File: config.mk
export PLATFORM = sky130hd
export DESIGN_NAME = fifo_sync_param
export DESIGN_NICKNAME = d
export VERILOG_FILES = /design/src/rtl/fifo_sync_param.sv
export SDC_FILE = /design/constraint.sdc
export NUM_CORES = 1
export LEC_CHECK = 0
export CORE_ASPECT_RATIO = 1.25
export CORE_MARGIN = 4
export CORE_UTILIZATION = 54
export CTS_CLUSTER_DIAMETER = 30
export DETAILED_ROUTE_END_ITERATION = 12
export MAX_ROUTING_LAYER = met4
export PLACE_DENSITY = 0.79
export SLEW_MARGIN = 20
export SYNTH_ARGS = -nofsm -noshare
export SYNTH_HDL_FRONTEND = slang
export SYNTH_SLANG_ARGS = --single-unit
export TNS_END_PERCENT = 1
File: constraint.sdc
create_clock -name clk_i -period 2.9 [get_ports clk_i]
set_input_delay 0.29 -clock clk_i [delete_from_list [all_inputs] [get_ports clk_i]]
set_output_delay 0.29 -clock clk_i [all_outputs]
set_load 0.02 [all_outputs]
File: src/rtl/fifo_sync_param.sv
// fifo_sync_param: parametrised single-clock FIFO with count, programmable flags, flush and FWFT mode
module fifo_sync_param #(
    parameter int WIDTH     = 8,
    parameter int DEPTH     = 16,
    parameter int AF_THRESH = 12,
    parameter int AE_THRESH = 4,
    parameter int FWFT      = 0,
    localparam int PTR_WIDTH = $clog2(DEPTH)
) (
    input  logic               clk_i,
    input  logic               rst_ni,
    input  logic               flush_i,
    input  logic               wr_en_i,
    input  logic [WIDTH-1:0]   wdata_i,
    input  logic               rd_en_i,
    output logic [WIDTH-1:0]   rdata_o,
    output logic               rd_valid_o,
    output logic               full_o,
    output logic               empty_o,
    output logic               almost_full_o,
    output logic               almost_empty_o,
    output logic [PTR_WIDTH:0] count_o,
    output logic               wr_error_o,
    output logic               rd_error_o
);
    localparam logic [PTR_WIDTH:0] AF_T = (PTR_WIDTH+1)'(AF_THRESH);
    localparam logic [PTR_WIDTH:0] AE_T = (PTR_WIDTH+1)'(AE_THRESH);

    logic [WIDTH-1:0]   mem [DEPTH];
    logic [PTR_WIDTH:0] wr_ptr, rd_ptr;
    logic [WIDTH-1:0]   rdata_q;
    logic               rd_valid_q;
    logic               rd_accept, wr_accept;

    // flags and occupancy come straight from the registered pointers
    assign count_o        = wr_ptr - rd_ptr;
    assign empty_o        = wr_ptr == rd_ptr;
    assign full_o         = (wr_ptr[PTR_WIDTH-1:0] == rd_ptr[PTR_WIDTH-1:0]) && (wr_ptr[PTR_WIDTH] != rd_ptr[PTR_WIDTH]);
    assign almost_full_o  = count_o >= AF_T;
    assign almost_empty_o = count_o <= AE_T;

    // a same-cycle read frees a slot for the write, but a write never makes an empty FIFO readable
    assign rd_accept = rd_en_i && !empty_o;
    assign wr_accept = wr_en_i && (!full_o || rd_accept);

    // FWFT shows the head word directly; zero while empty so the output is defined after reset
    assign rdata_o    = (FWFT != 0) ? (empty_o ? '0 : mem[rd_ptr[PTR_WIDTH-1:0]]) : rdata_q;
    assign rd_valid_o = (FWFT != 0) ? !empty_o : rd_valid_q;

    // storage array, deliberately not reset
    always_ff @(posedge clk_i) begin
        if (wr_accept && !flush_i) mem[wr_ptr[PTR_WIDTH-1:0]] <= wdata_i;
    end

    // pointers, registered read port and error pulses; flush overrides any same-cycle access
    always_ff @(posedge clk_i or negedge rst_ni) begin
        if (!rst_ni) begin
            wr_ptr     <= '0;
            rd_ptr     <= '0;
            rdata_q    <= '0;
            rd_valid_q <= 1'b0;
            wr_error_o <= 1'b0;
            rd_error_o <= 1'b0;
        end else if (flush_i) begin
            wr_ptr     <= '0;
            rd_ptr     <= '0;
            rd_valid_q <= 1'b0;
            wr_error_o <= 1'b0;
            rd_error_o <= 1'b0;
        end else begin
            wr_ptr     <= wr_ptr + (PTR_WIDTH+1)'(wr_accept);
            rd_ptr     <= rd_ptr + (PTR_WIDTH+1)'(rd_accept);
            rdata_q    <= rd_accept ? mem[rd_ptr[PTR_WIDTH-1:0]] : rdata_q;
            rd_valid_q <= rd_accept;
            wr_error_o <= wr_en_i && !wr_accept;
            rd_error_o <= rd_en_i && empty_o;
        end
    end
endmodule
## Word level (Yosys, flattened, before mapping)

Memories as Yosys holds them, arrays and structs flattened. A register that Yosys moved wholly into a read port is not among the register bits.
Cells that the tools add are included.

| word-level totals | value |
|---|---|
| output and inout port bits | 20 |
| memories kept | 1 |
| bits in writable memories | 128 |
| word-level logic and storage cells | 35 |
| register bits | 13 |
| input port bits | 13 |

| cells by class | value |
|---|---|
| bitwise gates (word level) | 1 |
| add/subtract/negate cells | 3 |
| reduce and logical (&&, ||, !) cells | 13 |
| muxes and demuxes | 7 |
| equal/unequal tests | 3 |
| order comparisons | 2 |

Memory list:

| memory | words | bits a word | read ports | clocked after memory_dff | write ports | RTL line | source |
|---|---|---|---|---|---|---|---|
| mem | 16 | 8 | 1 | 1 | 1 | 29 | `logic [WIDTH-1:0] mem [DEPTH];` |

Operators by type and width:

| cell | count |
|---|---|
| $add 5x1->5 | 2 |
| $mux 5 | 2 |
| $logic_and 1x1->1 | 6 |
| $eq 5x5->1 | 1 |
| $ge 5x4->1 const B | 1 |
| $le 5x3->1 const B | 1 |
| $logic_not 1->1 | 5 |
| $mux 1 | 5 |
| $sub 5x5->5 | 1 |
| $eq 4x4->1 | 1 |
| $reduce_and 2->1 | 1 |
| $logic_or 1x1->1 | 1 |
| $ne 1x1->1 | 1 |
| $not 1->1 | 1 |

## Depth between registers and ports, before layout

Gate-level depths: netlist of the first run.

| logic depth | value |
|---|---|
| depth in word-level cells | 8 |
| depth in mapped cells | 12 |
| mapped depth without buffers | 10 |

## Worst setup path before layout of the first run

No wires, ideal clock.

| path | value |
|---|---|
| path kind | register -> register |
| start | register rd_ptr[2] |
| end | memory mem[0][0], enable pin |
| period minus slack after synthesis | 3022 ps |
| arrival time | 2639 ps |
| stages on the path, launching flop included | 8 |
| slack | -122 ps |
| path through | dfrtp_1 -> clkbuf_1 -> inv_2 -> ha_1 -> nand4_1 -> o311a_1 -> or3b_2 -> nor3_1 |

| between the ends | value |
|---|---|
| word-level cells in the longest chain between the ends | 8 |
| elaborated cells on any way between the ends | 11 |
| those cells by class | eq/ne (2); mux (2); reduce/logical (7) |

RTL lines:

| item | RTL line | source |
|---|---|---|
| start: declaration | 30 | `logic [PTR_WIDTH:0] wr_ptr, rd_ptr;` |
| start signal: assignment | 72 | `rd_ptr <= rd_ptr + (PTR_WIDTH+1)'(rd_accept);` |
| $eq 5x5->1 / $eq 4x4->1 (equally long branches) | 37, 38 |  |
| $logic_not 1->1 / $logic_and 1x1->1 (equally long branches) | -- |  |
| $logic_and 1x1->1 / $logic_not 1->1 (equally long branches) | 43, 44 |  |
| $logic_or 1x1->1 (*) | 44 | `assign wr_accept = wr_en_i && (!full_o \|\| rd_accept);` |
| $logic_and 1x1->1 (*) | 44 |  |
| $logic_and 1x1->1 (*) | 52 | `if (wr_accept && !flush_i) mem[wr_ptr[PTR_WIDTH-1:0]] <= wdata_i;` |
| $mux 1 (*) | 52 |  |
| $mux 1 (implied by the code) (*) | 52 |  |
| end: declaration | 29 |  |

Every way passes the cells marked *; elsewhere a longest branch is shown, timed or not.

## Final worst setup path of the first run

| path | value |
|---|---|
| start | register wr_ptr[0] |
| end | output port almost_full_o |

| between the ends | value |
|---|---|
| word-level cells in the longest chain between the ends | 2 |

RTL lines:

| item | RTL line | source |
|---|---|---|
| start: declaration | 30 |  |
| start signal: assignment | 71 | `wr_ptr <= wr_ptr + (PTR_WIDTH+1)'(wr_accept);` |
| $sub 5x5->5 | 36 | `assign count_o = wr_ptr - rd_ptr;` |
| $ge 5x4->1 | 39 | `assign almost_full_o = count_o >= AF_T;` |
| end: declaration | 20 | `output logic almost_full_o,` |

Every way passes these cells.

==> metrics, run 1 <==
Post-Synthesis Net Count 331; min Tclk post-route 2.76 ns; RSZ-0062 raised after global routing no; Fillers 738; FF-to-FF setup slack 0.29 ns; r2r startpoint wr_ptr[2]$_DFF_PN0_; status finished clean; Cells after Synth 309; max_cap viols 0; worst rel slew slack 37.5%; Worst EP required 2.61 ns; final WL 11,800 um; synthesized-area fraction occupied by adder cells 1.93%; GRT overflow 0; Post-DP HPWL 7480 um; count of inserted antenna diode cells 0; Synth Flop Type edfxtp_1; multiplexer area fraction after synthesis 19.2%; post-synth cell types 40; Multi-input gate area 0.00174 mm^2; nets@finish 388; share of cells above drive strength 1 19.0%; Final Cycle Share 95.3%; drt first pass iters 4; TritonCTS clock tree done; FF/Latch Area 0.00437 mm^2; H-tree levels 4; r2r endpoint mem[15][4]$_DFFE_PP_; port bufs 32; LEAKAGE 2.73 nW; pin count of the biggest net entering global routing 34; Reg2Reg Depth 5; DR iter-0 viols 257; CP arrival 2.47 ns; vias 3,033; Setup Viol. Count Final 0; post-route insts no fill 514; clk root buf clkbuf_16; Total GRT Usage 19.9%; Hold Vio Cnt, Final 0; critical-path cell list inv_1, ha_1, inv_1, fa_1, a21o_1, a21oi_2, xnor2_2, o31ai_1, dlygate4sd2_1; most frequent CP cell inv_1; pwr dens 761 mW/mm^2; Final Skew 0.00985 ns; Avg Inst Size Synth 20.1 um^2; clk sinks 149; Top Ports 33; number of global-route vias before repair 3,257; setup tns final 0 ns; EDFF count, synth 128; CTS clk-pin slew, worst paths 0.06 ns; Seq/Total Area, Yosys 70.4%; Crit Path Class flip-flop to primary output; synthesized flop and latch total 149; Synth Area in XOR/XNOR 1.53%; Layout area overhead 18.1%; Cell Area, Synth 0.00621 mm^2; antenna viol nets, final 0; Post-Synth Simple-Gate Area 3.99%; Critical Path Sink almost_full_o; maximum vdd ir drop 468 uV; synth warn 0; num rows 43; Die Width 104 um; CTS Buf Count 17; initial core utilization 55.5%; die area 0.0133 mm^2; Final Max Tran Viols 0; FMAX 0.362 GHz; asr flop ratio synth 14.1%; HP Class input pin to async pin; DR vias/cell 5.90; Post-route DRC 0; worst skew pair latency 0.42 ns; total placed cells including tap cells 481; setup bufs post-CTS 0; crit end category primary output; wire per inst 23.0 um; Chip Height 128 um; maximum clock insertion buffer count 2; Core Region 0.0112 mm^2; Synth Area in Compound Gates 0.987%; initial antenna violation count 0; CP startpoint wr_ptr[0]$_DFF_PN0_; Slowest-stage cell, CP fa_1; global placement routability congestion 0.811; largest family of logic cells by synthesized area multiplexers; worst-margin pin slew 0.934 ns; startpoint types flip-flop; first-pass GRT wire length 18,700 um; Largest stage delay, worst path 0.41 ns; Max Fanout on Critical Path 3
==> worst max-delay path, delay by kind of cell, from the launching register on <==
family,cells,cell delay [ns]
buf+inv,3,0.48
compound gates,3,0.47
fa+ha+maj,2,0.59
xor+xnor,1,0.15
flops,1,0.38
==> cells in the final DEF, fill, tap and decap left out, types with 3 or more instances in the layout <==
cell type        count
nand3_1              5
mux2_4               8
clkbuf_16           17
mux2i_1             24
inv_1                8
clkinvlp_4           4
clkdlybuf4s50_1     27
ha_1                 8
edfxtp_1           128
buf_4               15
xor2_1               3
dfrtp_1             20
nor2b_1              5
clkinv_4             4
xnor2_1              5
mux4_1              29
nor3_1               3
nor2_1              22
mux4_2               3
==> where the power goes <==
| group | switching (mW) | leakage [nW] | internal, mW |
|---|---|---|---|
| combinational | 0.484 | 1.03 | 0.501 |
| sequential | 0.0440 | 1.42 | 2.41 |
| clock | 0.870 | 0.273 | 1.27 |
| total | 1.40 | 2.73 | 4.18 |
==> cell type report <==
cell class | instances | share of cell area (%)
Sequential cell | 149 | 59.6
Multi-Input combinational cell | 139 | 23.7
Timing Repair Buffer | 48 | 5.90
Clock buffer | 17 | 5.80
Tap cell | 135 | 2.30
Clock inverter | 15 | 2.13
Inverter | 11 | 0.597
==> per-stage QoR <==
| step | utilization, % | power (mW) | instance area, um^2 | setup WS (ns) | hold slack [ns] |
|---|---|---|---|---|---|
| 3_5_place_dp | 60.2 | 3.50 | 6730 | 0.164 | 0.494 |
| 2_1_floorplan | - | 3.15 | 6210 | 0.105 | -0.00559 |
| 4_1_cts | 65.4 | 5.61 | 7320 | 0.00887 | 0.450 |
| 3_3_place_gp | 60.2 | 3.48 | 6730 | 0.282 | 0.501 |
| 6_report | 65.5 | 5.58 | 7330 | 0.137 | 0.372 |
| 5_1_grt | 65.5 | 5.77 | 7330 | 0.0376 | 0.427 |
==> repair_timing <==
action / in CTS / in global routing
setup endpoints to repair: 4 / 3
hold buffers: 0 / 1
gates resized for setup: 5 / 6
pin swaps: 0 / 0
endpoints found under the hold margin: 0 / 21
cloned: 0 / 0
==> how the worst min path moves through the flow <==
stage	slack, ns	endpoint
after detailed placement	0.49	rdata_o[3]$_DFFE_PN0P_
after global routing	0.43	rdata_o[3]$_DFFE_PN0P_
after CTS	0.45	rd_ptr[4]$_DFF_PN0_
after global placement	0.50	rdata_o[5]$_DFFE_PN0P_
final	0.37	rd_ptr[4]$_DFF_PN0_
after floorplan	-0.006	rd_error_o$_DFF_PN0_
==> flip-flops by register name, indices dropped and copies added (netlist names) <==
| register | flops |
|---|---|
| mem | 128 |
| rd_error_o | 1 |
| rd_ptr | 5 |
| rd_valid_o | 1 |
| rdata_o | 8 |
| wr_error_o | 1 |
| wr_ptr | 5 |
==> synthesized netlist by cell type, drive strengths merged (5+ instances only) <==
library cell | instances | area (um^2)
nor3 | 5 | 36.3
buf | 6 | 67.6
nor2b | 5 | 31.3
inv | 11 | 43.8
ha | 8 | 100
mux2i | 24 | 240
dfrtp | 21 | 526
mux2 | 8 | 120
xnor2 | 6 | 52.6
nand3 | 5 | 25.0
edfxtp | 128 | 3840
nor2 | 23 | 88.8
mux4 | 32 | 830
==> per-layer routing <==
metal | up-vias | wire [um] | track usage, %
met2 | 103 | 6190 | 33.8
met3 | 20 | 671 | 4.58
met1 | 1542 | 4580 | 22.1
li1 | 1368 | - | -
met5 | - | 0 | -
met4 | 0 | 397 | 10.0
==> logic make-up (layout without fill, tap and decap cells) <==
| kind of cell | Yosys count | after routing |
|---|---|---|
| muxes | 64 | 64 |
| buffers and inverters | 21 | 91 |
| and+or+nand+nor | 48 | 48 |
| adders and majority gates | 9 | 9 |
| AOI/OAI and AO/OA | 8 | 8 |
| DFF | 149 | 149 |
| xor gates and xnor gates | 10 | 10 |
(Power assumes the default switching activity.)
==> inputs of run 2 (changes only) <==
- CORE_UTILIZATION: 54 -> 45
- PLACE_DENSITY: 0.79 -> 0.68
==> run 2 against run 1 <==
Compared with the run above:
- sequential share of layout area is 0.82 points lower
- design area is 1.4% higher
- power is 3.1% higher
- largest power group unchanged
- global-route usage is 4.3 points lower
- worst hold slack better by 0.023 ns
- clock power is 8% higher
- sequential power hardly changed
- register-to-register slack hardly changed
- critical path type unchanged
- core utilization is 10 points lower
==> metrics, run 2 (same netlist as run 1, synthesis figures left out) <==
GRT overflow 0 (unchanged); Slowest-stage cell, CP fa_1; Top Ports 33 (unchanged); FF-to-FF setup slack 0.29 ns (about the same); worst hold margin 0.395 ns (+0.0232 ns); final worst slack 0.110 ns (-0.0265 ns); Layout area overhead 19.7%; drt first pass iters 5 (+1); port bufs 32 (unchanged); final WL 11,300 um (-4.6%); TritonCTS clock tree done; Post-DP HPWL 7860 um (+5.1%); pwr dens 774 mW/mm^2 (+1.7%); met1 WL 4460 um (-2.6%); LEAKAGE 2.77 nW (+1.3%); worst skew pair latency 0.43 ns (about the same); Final Skew 0.0272 ns (+0.0174 ns); nets@finish 389 (+0.26%); post-placement setup slack 0.178 ns (+0.0135 ns); Crit Path Class flip-flop to primary output; placed cell areas 0.00679 mm^2 (+0.89%); clk root buf clkbuf_16; r2r startpoint wr_ptr[2]$_DFF_PN0_; met3 WL 426 um (-37%); wire per inst 20.5 um (-11%); Setup Viol. Count Final 0 (unchanged); global placement routability congestion 0.866 (+6.8%); critical-path cell list inv_1, ha_1, inv_1, fa_1, a21o_1, a21oi_1, xnor2_1, o31ai_1, clkdlybuf4s15_1; clk sinks 149 (unchanged); most frequent CP cell inv_1; FF/Latch Area 0.00437 mm^2 (about the same); Layout Cell Area excl Fill 0.00743 mm^2 (+1.4%); Final Max Tran Viols 0 (unchanged); maximum clock insertion buffer count 2 (unchanged); CP arrival 2.50 ns (+0.03 ns); initial antenna violation count 0 (unchanged); commonest cells after routing, fill and taps aside 128 x edfxtp_1, 29 x mux4_1, 28 x clkdlybuf4s50_1, 24 x mux2i_1, 22 x nor2_1; RSZ-0062 raised after global routing yes; first-pass GRT wire length 17,700 um (-5.1%); Final Cycle Share 96.2% (+0.92 points); commonest non-fill, non-tap cell in the layout edfxtp_1; maximum vdd ir drop 436 uV (-6.9%); Multi-input gate area 0.00172 mm^2 (-0.65%); initial core utilization 46.3% (-9.2 points); min Tclk post-route 2.79 ns (+0.0265 ns); setup tns final 0 ns (unchanged); CTS clk-pin slew, worst paths 0.06 ns (about the same); worst-margin pin slew 0.960 ns (+0.0257 ns); total power 5.75 mW (+3.1%); r2r endpoint mem[11][0]$_DFFE_PP_; DR vias/cell 5.45 (-7.7%); CTS Buf Count 17 (unchanged); count of inserted antenna diode cells 0 (unchanged); pin count of the biggest net entering global routing 34 (unchanged); Fillers 1,036 (+40%); max_cap viols 0 (unchanged); Core Region 0.0134 mm^2 (+20%); HP Class input pin to async pin; WL met2 6290 um (+1.5%); highest routed layer met4; DR iter-0 viols 173 (-33%); Chip Height 139 um (+8.9%); Reg2Reg Depth 5 (unchanged); crit end category primary output; Post-route DRC 0 (unchanged); Die Width 113 um (+8.8%); FMAX 0.358 GHz (-0.95%); vias 3,001 (-1.1%); share of cells above drive strength 1 18.7% (-0.31 points); Worst EP required 2.61 ns (about the same); H-tree levels 4 (unchanged); Hold Vio Cnt, Final 0 (unchanged); die area 0.0158 mm^2 (+19%); status finished clean; Total GRT Usage 15.6% (-4.3 points); Largest stage delay, worst path 0.41 ns (about the same); Max Fanout on Critical Path 3 (unchanged); worst rel slew slack 35.8% (-1.7 points); num rows 47 (+9.3%); antenna viol nets, final 0 (unchanged); startpoint types flip-flop; max FFs per register 128 (unchanged); number of global-route vias before repair 3,167 (-2.8%)
==> run 2: cell types whose count changed in the layout (fill, tap and decap cells not counted), sizes merged <==
cell           before  now
clkdlybuf4s50      27   28
buf                16   17
clkinvlp            4    2
inv                13   19
bufinv              2    3
clkinv              7    2
dlygate4sd2         2    1
clkdlybuf4s15       0    1
dlygate4sd3         1    0
==> run 2: how the worst max path moves through the flow <==
stage / from / endpoint / cells after the start
3_5_place_dp: wr_ptr[0]$_DFF_PN0_ / almost_empty_o / 9
4_1_cts: wr_ptr[0]$_DFF_PN0_ / almost_empty_o / 9
3_3_place_gp: wr_ptr[0]$_DFF_PN0_ / almost_empty_o / 9
2_1_floorplan: rd_ptr[2]$_DFF_PN0_ / mem[1][0]$_DFFE_PP_ / 7
5_1_grt: wr_ptr[0]$_DFF_PN0_ / almost_full_o / 9
6_report: wr_ptr[0]$_DFF_PN0_ / almost_full_o / 9
==> run 2: per-layer routing <==
layer	track usage, %	vias to the layer above
met5	-	-
met4	5.76	0
met3	4.34	6
met2	26.6	78
met1	17.3	1552
li1	-	1365
==> run 2: worst max-delay path: cells and delay by family, from the launching register on <==
family	cells	cell delay, ns
buf+inv	3	0.45
xor+xnor	1	0.18
compound gates	3	0.48
flops	1	0.38
fa+ha+maj	2	0.58
==> run 2: final cells by class <==
type	count	area share, %
inverter	11	0.589
timing repair buffer	49	5.98
tap	171	2.88
clock inverter	15	2.86
clock buffer	17	5.72
multi-input combinational	139	23.2
sequential	149	58.8
==> run 2: timing repair <==
action,CTS,global route
buffers inserted,0,0
hold endpoints to repair,0,0
gates resized for setup,4,4
pin swaps,0,0
hold buffers,0,0
endpoints found under the setup margin,3,3
==> run 2: metrics by stage <==
step	instances	utilization [%]
finish	551	55.4
global route	551	55.4
CTS	551	55.4
detailed placement	519	50.7
global placement	519	50.7
floorplan	309	-
==> run 2: power breakdown <==
part	switching, mW	internal, mW
registers	0.0422	2.41
clock network	0.927	1.40
logic	0.473	0.500
total	1.44	4.31
